===== config.mk =====
export PLATFORM = sky130hd
export DESIGN_NAME = multicycle_control
export DESIGN_NICKNAME = d
export VERILOG_FILES = /design/src/rtl/multicycle_control.sv
export SDC_FILE = /design/constraint.sdc
export NUM_CORES = 1
export LEC_CHECK = 0
export ABC_AREA = 1
export BUFFER_PORTS_ARGS = -buffer_cell sky130_fd_sc_hd__buf_2
export CORE_AREA = 2 2 41 43
export DETAILED_ROUTE_END_ITERATION = 8
export DIE_AREA = 0 0 43 45
export PLACE_DENSITY = 0.68
export REMOVE_ABC_BUFFERS = 1
export SLEW_MARGIN = 40
export SYNTH_ARGS = -nofsm -noshare
export SYNTH_HDL_FRONTEND = slang
export SYNTH_SLANG_ARGS = --single-unit

===== constraint.sdc =====
create_clock -name clk -period 1.1 [get_ports clk]
set_input_delay 0.165 -clock clk [delete_from_list [all_inputs] [get_ports clk]]
set_output_delay 0.165 -clock clk [all_outputs]
set_load 0.005 [all_outputs]

===== src/rtl/multicycle_control.sv =====
// Control FSM for a multi-cycle MIPS datapath: drives every datapath mux and enable, one step per clock.
// Optional MULTICYCLE_WAIT_STATE_EN adds a MemReady input that stretches the memory states.
module multicycle_control #(
  parameter bit ILLEGAL_HALT = 1'b0
) (
  input  logic       clk,
  input  logic       reset,
`ifdef MULTICYCLE_WAIT_STATE_EN
  input  logic       MemReady,
`endif
  input  logic [5:0] OP,
  input  logic       Zero,
  output logic       PCWrite,
  output logic       IorD,
  output logic       MemRead,
  output logic       MemWrite,
  output logic       IRWrite,
  output logic       RegDst,
  output logic       MemtoReg,
  output logic       RegWrite,
  output logic       ALUSrcA,
  output logic [1:0] ALUSrcB,
  output logic [2:0] ALUOp,
  output logic [1:0] PCSource,
  output logic       Retire,
  output logic [3:0] State
);

  typedef enum logic [3:0] {
    FETCH     = 4'd0,
    DECODE    = 4'd1,
    MEM_ADDR  = 4'd2,
    MEM_READ  = 4'd3,
    MEM_WB    = 4'd4,
    MEM_WRITE = 4'd5,
    R_EXEC    = 4'd6,
    R_WB      = 4'd7,
    BRANCH    = 4'd8,
    JUMP      = 4'd9,
    I_EXEC    = 4'd10,
    I_WB      = 4'd11,
    HALT      = 4'd12
  } state_e;

  localparam logic [5:0] OP_RTYPE = 6'h00;
  localparam logic [5:0] OP_J     = 6'h02;
  localparam logic [5:0] OP_BEQ   = 6'h04;
  localparam logic [5:0] OP_BNE   = 6'h05;
  localparam logic [5:0] OP_ADDI  = 6'h08;
  localparam logic [5:0] OP_ANDI  = 6'h0C;
  localparam logic [5:0] OP_ORI   = 6'h0D;
  localparam logic [5:0] OP_LW    = 6'h23;
  localparam logic [5:0] OP_SW    = 6'h2B;

  state_e state_q, state_d;
  logic   memDone;

`ifdef MULTICYCLE_WAIT_STATE_EN
  assign memDone = MemReady;
`else
  assign memDone = 1'b1;
`endif

  always_ff @(posedge clk or posedge reset) begin
    if (reset) state_q <= FETCH;
    else       state_q <= state_d;
  end

  always_comb begin
    state_d = state_q;
    case (state_q)
      FETCH:     if (memDone) state_d = DECODE;
      DECODE: begin
        case (OP)
          OP_LW, OP_SW:             state_d = MEM_ADDR;
          OP_RTYPE:                 state_d = R_EXEC;
          OP_BEQ, OP_BNE:           state_d = BRANCH;
          OP_J:                     state_d = JUMP;
          OP_ADDI, OP_ANDI, OP_ORI: state_d = I_EXEC;
          default: begin
            if (ILLEGAL_HALT) state_d = HALT;
            else              state_d = FETCH;
          end
        endcase
      end
      MEM_ADDR:  state_d = (OP == OP_SW) ? MEM_WRITE : MEM_READ;
      MEM_READ:  if (memDone) state_d = MEM_WB;
      MEM_WB:    state_d = FETCH;
      MEM_WRITE: if (memDone) state_d = FETCH;
      R_EXEC:    state_d = R_WB;
      R_WB:      state_d = FETCH;
      BRANCH:    state_d = FETCH;
      JUMP:      state_d = FETCH;
      I_EXEC:    state_d = I_WB;
      I_WB:      state_d = FETCH;
      HALT:      state_d = HALT;
      default:   state_d = FETCH;
    endcase
  end

  // Mostly Moore; DECODE, BRANCH, I_EXEC and the memory waits also look at OP/Zero/MemReady.
  always_comb begin
    PCWrite  = 1'b0;
    IorD     = 1'b0;
    MemRead  = 1'b0;
    MemWrite = 1'b0;
    IRWrite  = 1'b0;
    RegDst   = 1'b0;
    MemtoReg = 1'b0;
    RegWrite = 1'b0;
    ALUSrcA  = 1'b0;
    ALUSrcB  = 2'b00;
    ALUOp    = 3'b000;
    PCSource = 2'b00;
    Retire   = 1'b0;
    case (state_q)
      FETCH: begin
        MemRead = 1'b1;
        IRWrite = memDone;
        PCWrite = memDone;
        ALUSrcB = 2'b01;
      end
      DECODE: begin
        ALUSrcB = 2'b11;
        case (OP)
          OP_LW, OP_SW, OP_RTYPE, OP_BEQ, OP_BNE, OP_J,
          OP_ADDI, OP_ANDI, OP_ORI: Retire = 1'b0;
          default:                  Retire = ~ILLEGAL_HALT;
        endcase
      end
      MEM_ADDR: begin
        ALUSrcA = 1'b1;
        ALUSrcB = 2'b10;
      end
      MEM_READ: begin
        MemRead = 1'b1;
        IorD    = 1'b1;
      end
      MEM_WB: begin
        MemtoReg = 1'b1;
        RegWrite = 1'b1;
        Retire   = 1'b1;
      end
      MEM_WRITE: begin
        MemWrite = 1'b1;
        IorD     = 1'b1;
        Retire   = memDone;
      end
      R_EXEC: begin
        ALUSrcA = 1'b1;
        ALUOp   = 3'b111;
      end
      R_WB: begin
        RegDst   = 1'b1;
        RegWrite = 1'b1;
        Retire   = 1'b1;
      end
      BRANCH: begin
        ALUSrcA  = 1'b1;
        ALUOp    = 3'b001;
        PCSource = 2'b01;
        Retire   = 1'b1;
        PCWrite  = ((OP == OP_BEQ) & Zero) | ((OP == OP_BNE) & ~Zero);
      end
      JUMP: begin
        PCSource = 2'b10;
        PCWrite  = 1'b1;
        Retire   = 1'b1;
      end
      I_EXEC: begin
        ALUSrcA = 1'b1;
        ALUSrcB = 2'b10;
        case (OP)
          OP_ANDI: ALUOp = 3'b011;
          OP_ORI:  ALUOp = 3'b010;
          default: ALUOp = 3'b000;
        endcase
      end
      I_WB: begin
        RegWrite = 1'b1;
        Retire   = 1'b1;
      end
      default: ;
    endcase
  end

  assign State = state_q;

endmodule

# Yosys cells after proc, flatten, opt, wreduce, memory -nomap -nowiden

Cells that the tools add are included.

Word-level logic and storage cells: 56
Input port bits: 9
Register bits after elaboration: 4

Reduce and logical (&&, ||, !) cells: 13
Bitwise logic cells: 4
Multiplexer cells: 18
Equality and inequality tests: 20

Operators by type and width:

| kind                                                             | number |
|---|---|
| 4-bit one-hot mux with 7 select lines                            | 1 |
| 4-bit == test (second input constant)                            | 5 |
| 4-bit one-hot mux with 5 select lines                            | 1 |
| 6-bit by 4-bit == test with 1-bit output (second input constant) | 3 |
| 4-bit by 3-bit == test with 1-bit output (second input constant) | 4 |
| 6-bit by 3-bit == test with 1-bit output (second input constant) | 2 |
| 6-bit == test (second input constant)                            | 2 |
| 2-bit OR reduction                                               | 6 |
| 1-bit 2-to-1 mux                                                 | 9 |
| 3-bit one-hot mux with 3 select lines                            | 1 |
| 9-bit OR reduction                                               | 1 |
| 4-bit by 2-bit == test with 1-bit output (second input constant) | 2 |
| 2-bit one-hot mux with 2 select lines                            | 2 |
| 6-bit by 2-bit == test with 1-bit output (second input constant) | 1 |
| 6-bit logical NOT                                                | 1 |
| 2-bit one-hot mux with 3 select lines                            | 1 |
| 3-bit OR reduction                                               | 2 |
| 6-bit OR reduction                                               | 1 |
| 4-bit by 1-bit == test with 1-bit output (second input constant) | 1 |
| 4-bit logical NOT                                                | 1 |
| 1-bit one-hot mux with 2 select lines                            | 2 |
| 4-bit OR reduction                                               | 1 |
| 3-bit 2-to-1 mux                                                 | 1 |
| 1-bit bitwise AND                                                | 2 |
| 2 further kinds                                                  | 2 |

# Longest topological paths before layout

Depth after elaboration: 4
Depth in mapped cells: 7
Mapped depth without buffers: 7

# Worst setup path after synthesis

OpenSTA, ideal clock, no wires.

Path type: register -> output
Start point: reg state_q[2], in the netlist State[2]
End point: out ALUOp[0]
Data arrival time: 0.982 ns
Path slack: -0.047 ns
Required time: 0.935 ns
Cell stages (with the launch flop): 6
Buffers on the path: 0
Cells stage by stage: dfrtp_1 > inv_1 > nand2_2 > nor2_1 > nand4_1 > o21ai_1

Cells in the longest elaborated chain, start to end: 2

Ends and longest elaborated chain:

| item                                                                      | line | source |
|---|---|---|
| from (decl)                                                               | 55   | `state_e state_q, state_d;` |
| from (signal assigned)                                                    | 66   | `else state_q <= state_d;` |
| 4-bit == test or 4-bit by 3-bit == test with 1-bit output (tied branches) | 116  | `case (state_q)` |
| 3-bit one-hot mux with 3 select lines (*)                                 | 116  |  |
| to (decl)                                                                 | 23   | `output logic [2:0] ALUOp,` |

Mark *: on every way between the ends. The rest lies on a longest branch, timed or not.

# Final worst setup path

Start point: reg state_q[2], in the netlist State[2]
End point: out IorD

Cells in the longest elaborated chain, start to end: 3

Ends and longest elaborated chain:

| item                                                                                                 | line | source |
|---|---|---|
| 4-bit by 3-bit == test with 1-bit output or 4-bit by 2-bit == test with 1-bit output (tied branches) | 116  |  |
| 2-bit OR reduction (no source line) (*)                                                              | n/a  |  |
| 1-bit 2-to-1 mux (*)                                                                                 | 116  |  |
| to (decl)                                                                                            | 14   | `output logic IorD,` |

Marked as above.

==> impl_metrics.tcl <==
set metrics [dict create \
    netlist_area_um2 513 \
    synthToLayoutAreaGrowth_pct 122 \
    synthDominantCellAreaShare 0.195 \
    synth_cell_types 18 \
    slew_viol_final 0 \
    path_clk_slew_ns 0.05 \
    yosysWarningCount 0 \
    timing.critical_path.fanout_max 3 \
    vias 889 \
    grt.total_usage 0.229 \
    critPathArrivalTime_ns 1.38 \
    ys_ff_latch 4 \
    ys_dominant_reg_cell "sky130_fd_sc_hd__dfrtp_1" \
    placement.io_buffers 29 \
    remaining_antenna_violation_count 0 \
    initial_core_util 0.349 \
    static-leakage-power_nw 0.661 \
    post_synth_and_or_nand_nor_area_fraction 0.573 \
    top_cells_by_instance_count_after_synthesis "sky130_fd_sc_hd__nor2_1 (22), sky130_fd_sc_hd__nand2_1 (18), sky130_fd_sc_hd__inv_1 (13), sky130_fd_sc_hd__nand3_1 (12), sky130_fd_sc_hd__o21ai_0 (5)" \
    synthArstFlopShare 1.00 \
    clockBufferDepth 2 \
    tightest_slew_margin_relative_to_the_limit 0.856 \
    compound_gate_portion_of_the_synthesized_area 0.115 \
    chipWidth_um 43 \
    min_period_ns 1.55 \
    placement_rows 14 \
    drt_wl_total_um 2430 \
    routedWlPerCell_um 13.8 \
    cp-start-kind "register" \
    largest_vdd_supply_drop_v 0.00119 \
    fin_worst_skew_ns 0.00808 \
    synth_sequential_area_ratio 0.195 \
    num-nets-final 171 \
    gr-total-overflow 0 \
    ioPinCount 30 \
    worstSetupPathType "register to primary output" \
    synth-xor-area-share 0 \
    detailed_place_hpwl_um 1310 \
    yosys.cell_count.top_type "sky130_fd_sc_hd__nor2_1" \
    critical_path_required_ns 0.94 \
    first_pass_grt_wire_length_um 3260 \
    ratio_of_cells_with_drive_above_1_in_the_final_layout 0.638 \
    clock-sinks 4 \
    max_clock_freq_ghz 0.646 \
    core_area_mm2 0.00147 \
    post_synth_mux_area_share 0 \
    drt-vias-per-instance 5.05 \
    clock_insertion_delay_worst_skew_ns 0.25 \
    routabilityCongestion 0.891 \
    violations_in_the_final_reports "negative setup slack" \
    fin_ws_ns -0.449 \
    run_status "complete, but fails checks" \
    post-route-period-util 1.41 \
    post_synth_fa_ha_maj_area_fraction 0 \
    initial_antenna_violation_count 0 \
    detail_route.iter0.violations 27 \
    chipHeight_um 45 \
    numCtsBuffers 3 \
    grt_setup_unrepaired "yes" \
    clock-root-buffer "sky130_fd_sc_hd__clkbuf_4" \
    leading_area_contributor_after_synthesis "sky130_fd_sc_hd__dfrtp_1" \
    postSynthCellCount 94 \
    main_combinational_cell_family_by_area_after_synthesis "simple AND/OR/NAND/NOR gates" \
    finalSetupViolCount 25 \
    worstMarginPinSlew_ns 0.216 \
    fp.dieArea_mm2 0.00194 \
    layout.core_utilization 0.776 \
    cap_viol_max_count 0 \
    nFillCells 98 \
    antenna-diode-count 0 \
    cts-htree-levels 1 \
    largest_register_ff_count 4 \
    synth_edf_count 0 \
    drcViolationCount 0 \
    min_path_type "input port to asynchronous set/reset pin" \
    dp_worst_setup_slack_ns -0.161 \
    final_hold_viol_count 0 \
    endpoint_kind "primary output" \
    drtPass1Iterations 4 \
    clock_tree_from_tritoncts "done" \
    grt_pass1_vias 810 \
    netlist_top_cells_area "sky130_fd_sc_hd__dfrtp_1 (20%), sky130_fd_sc_hd__nor2_1 (16%), sky130_fd_sc_hd__nand2_1 (13%)" \
    average_footprint_of_a_synthesized_cell_um2 5.46 \
    largest_net_degree_at_the_start_of_global_routing 7 \
    power.density_cell_area_mw_per_mm2 1960 \
]
[critical path: stages, from the launching register on]
cell and delay (ns):
sky130_fd_sc_hd__dfrtp_2 0.46, sky130_fd_sc_hd__nor2_4 0.17, sky130_fd_sc_hd__buf_4 0.14, sky130_fd_sc_hd__buf_6 0.10, sky130_fd_sc_hd__nand3_4 0.07, sky130_fd_sc_hd__o21ai_2 0.07
sky130_fd_sc_hd__buf_2 0.13
[power by group]
part	switching, mW	leakage, nW	internal (mW)	total, mW
registers	0.0546	0.0498	0.190	0.245
logic	0.875	0.597	0.912	1.79
clock network	0.0781	0.0138	0.123	0.201
total	1.01	0.661	1.23	2.23
[cell type report]
type,instances,area [µm²],share of cell area
Timing Repair Buffer,63,468,0.410
Multi-Input combinational cell,74,465,0.408
Inverter,16,62.6,0.0548
Clock buffer,3,22.5,0.0197
Sequential cell,4,103,0.0899
Tap cell,16,20.0,0.0175
[placed cells by master (no fill, tap or decap), drive strengths merged]
master / instances
nand3: 12
clkbuf: 3
nand4: 2
nor2: 26
inv: 16
a21oi: 2
o22ai: 1
o211ai: 1
dfrtp: 4
nand2: 21
or2: 2
o21ai: 7
buf: 62
dlygate4sd3: 1
[path summary, 6_finish.rpt]
path,start,to,slack (ns),cells past startpoint
worst max-delay path,State[2]$_DFF_PP0_,IorD,-0.45,6
worst min-delay path,reset,State[0]$_DFF_PP0_,0.36,3
worst max register to register,State[3]$_DFF_PP0_,State[0]$_DFF_PP0_,-0.34,9
worst min register to register,State[0]$_DFF_PP0_,State[0]$_DFF_PP0_,0.81,4
max in group asynchronous,reset,State[3]$_DFF_PP0_,0.56,3
min in group clk,OP[1],State[2]$_DFF_PP0_,0.39,5
[cell families after synthesis]
logic type             count (synthesis)
AOI/OAI and AO/OA                     11
buffers and inverters                 16
DFF                                    4
and+or+nand+nor                       63
[routing by layer]
metal  part of all wire  up-vias  GRT usage
met2               0.56       42      0.464
met5                  0        -          0
li1                   -      431          -
met1               0.37      409      0.209
met3              0.046        7     0.0400
met4              0.021        0      0.145
[metrics by stage]
stage	setup TNS [ns]	power (mW)	instance area [µm²]	instances	hold WS, ns
floorplan	-0.0702	0.725	513	94	-0.0689
detailed placement	-0.998	1.30	798	155	0.0538
CTS	-5.61	1.87	1040	170	0.346
global placement	-0.745	1.28	798	155	0.0506
global route	-8.41	2.34	1140	176	0.388
finish	-7.47	2.23	1140	176	0.357
[what timing repair did]
item | 4_1_cts | 5_1_grt
hold buffers | 1 | 0
setup endpoints to repair | 24 | 24
pin swaps | 13 | 10
setup buffers | 12 | 8
hold endpoints to repair | 4 | 0
resized for setup | 39 | 19
Power figures use the tool's default switching activity.
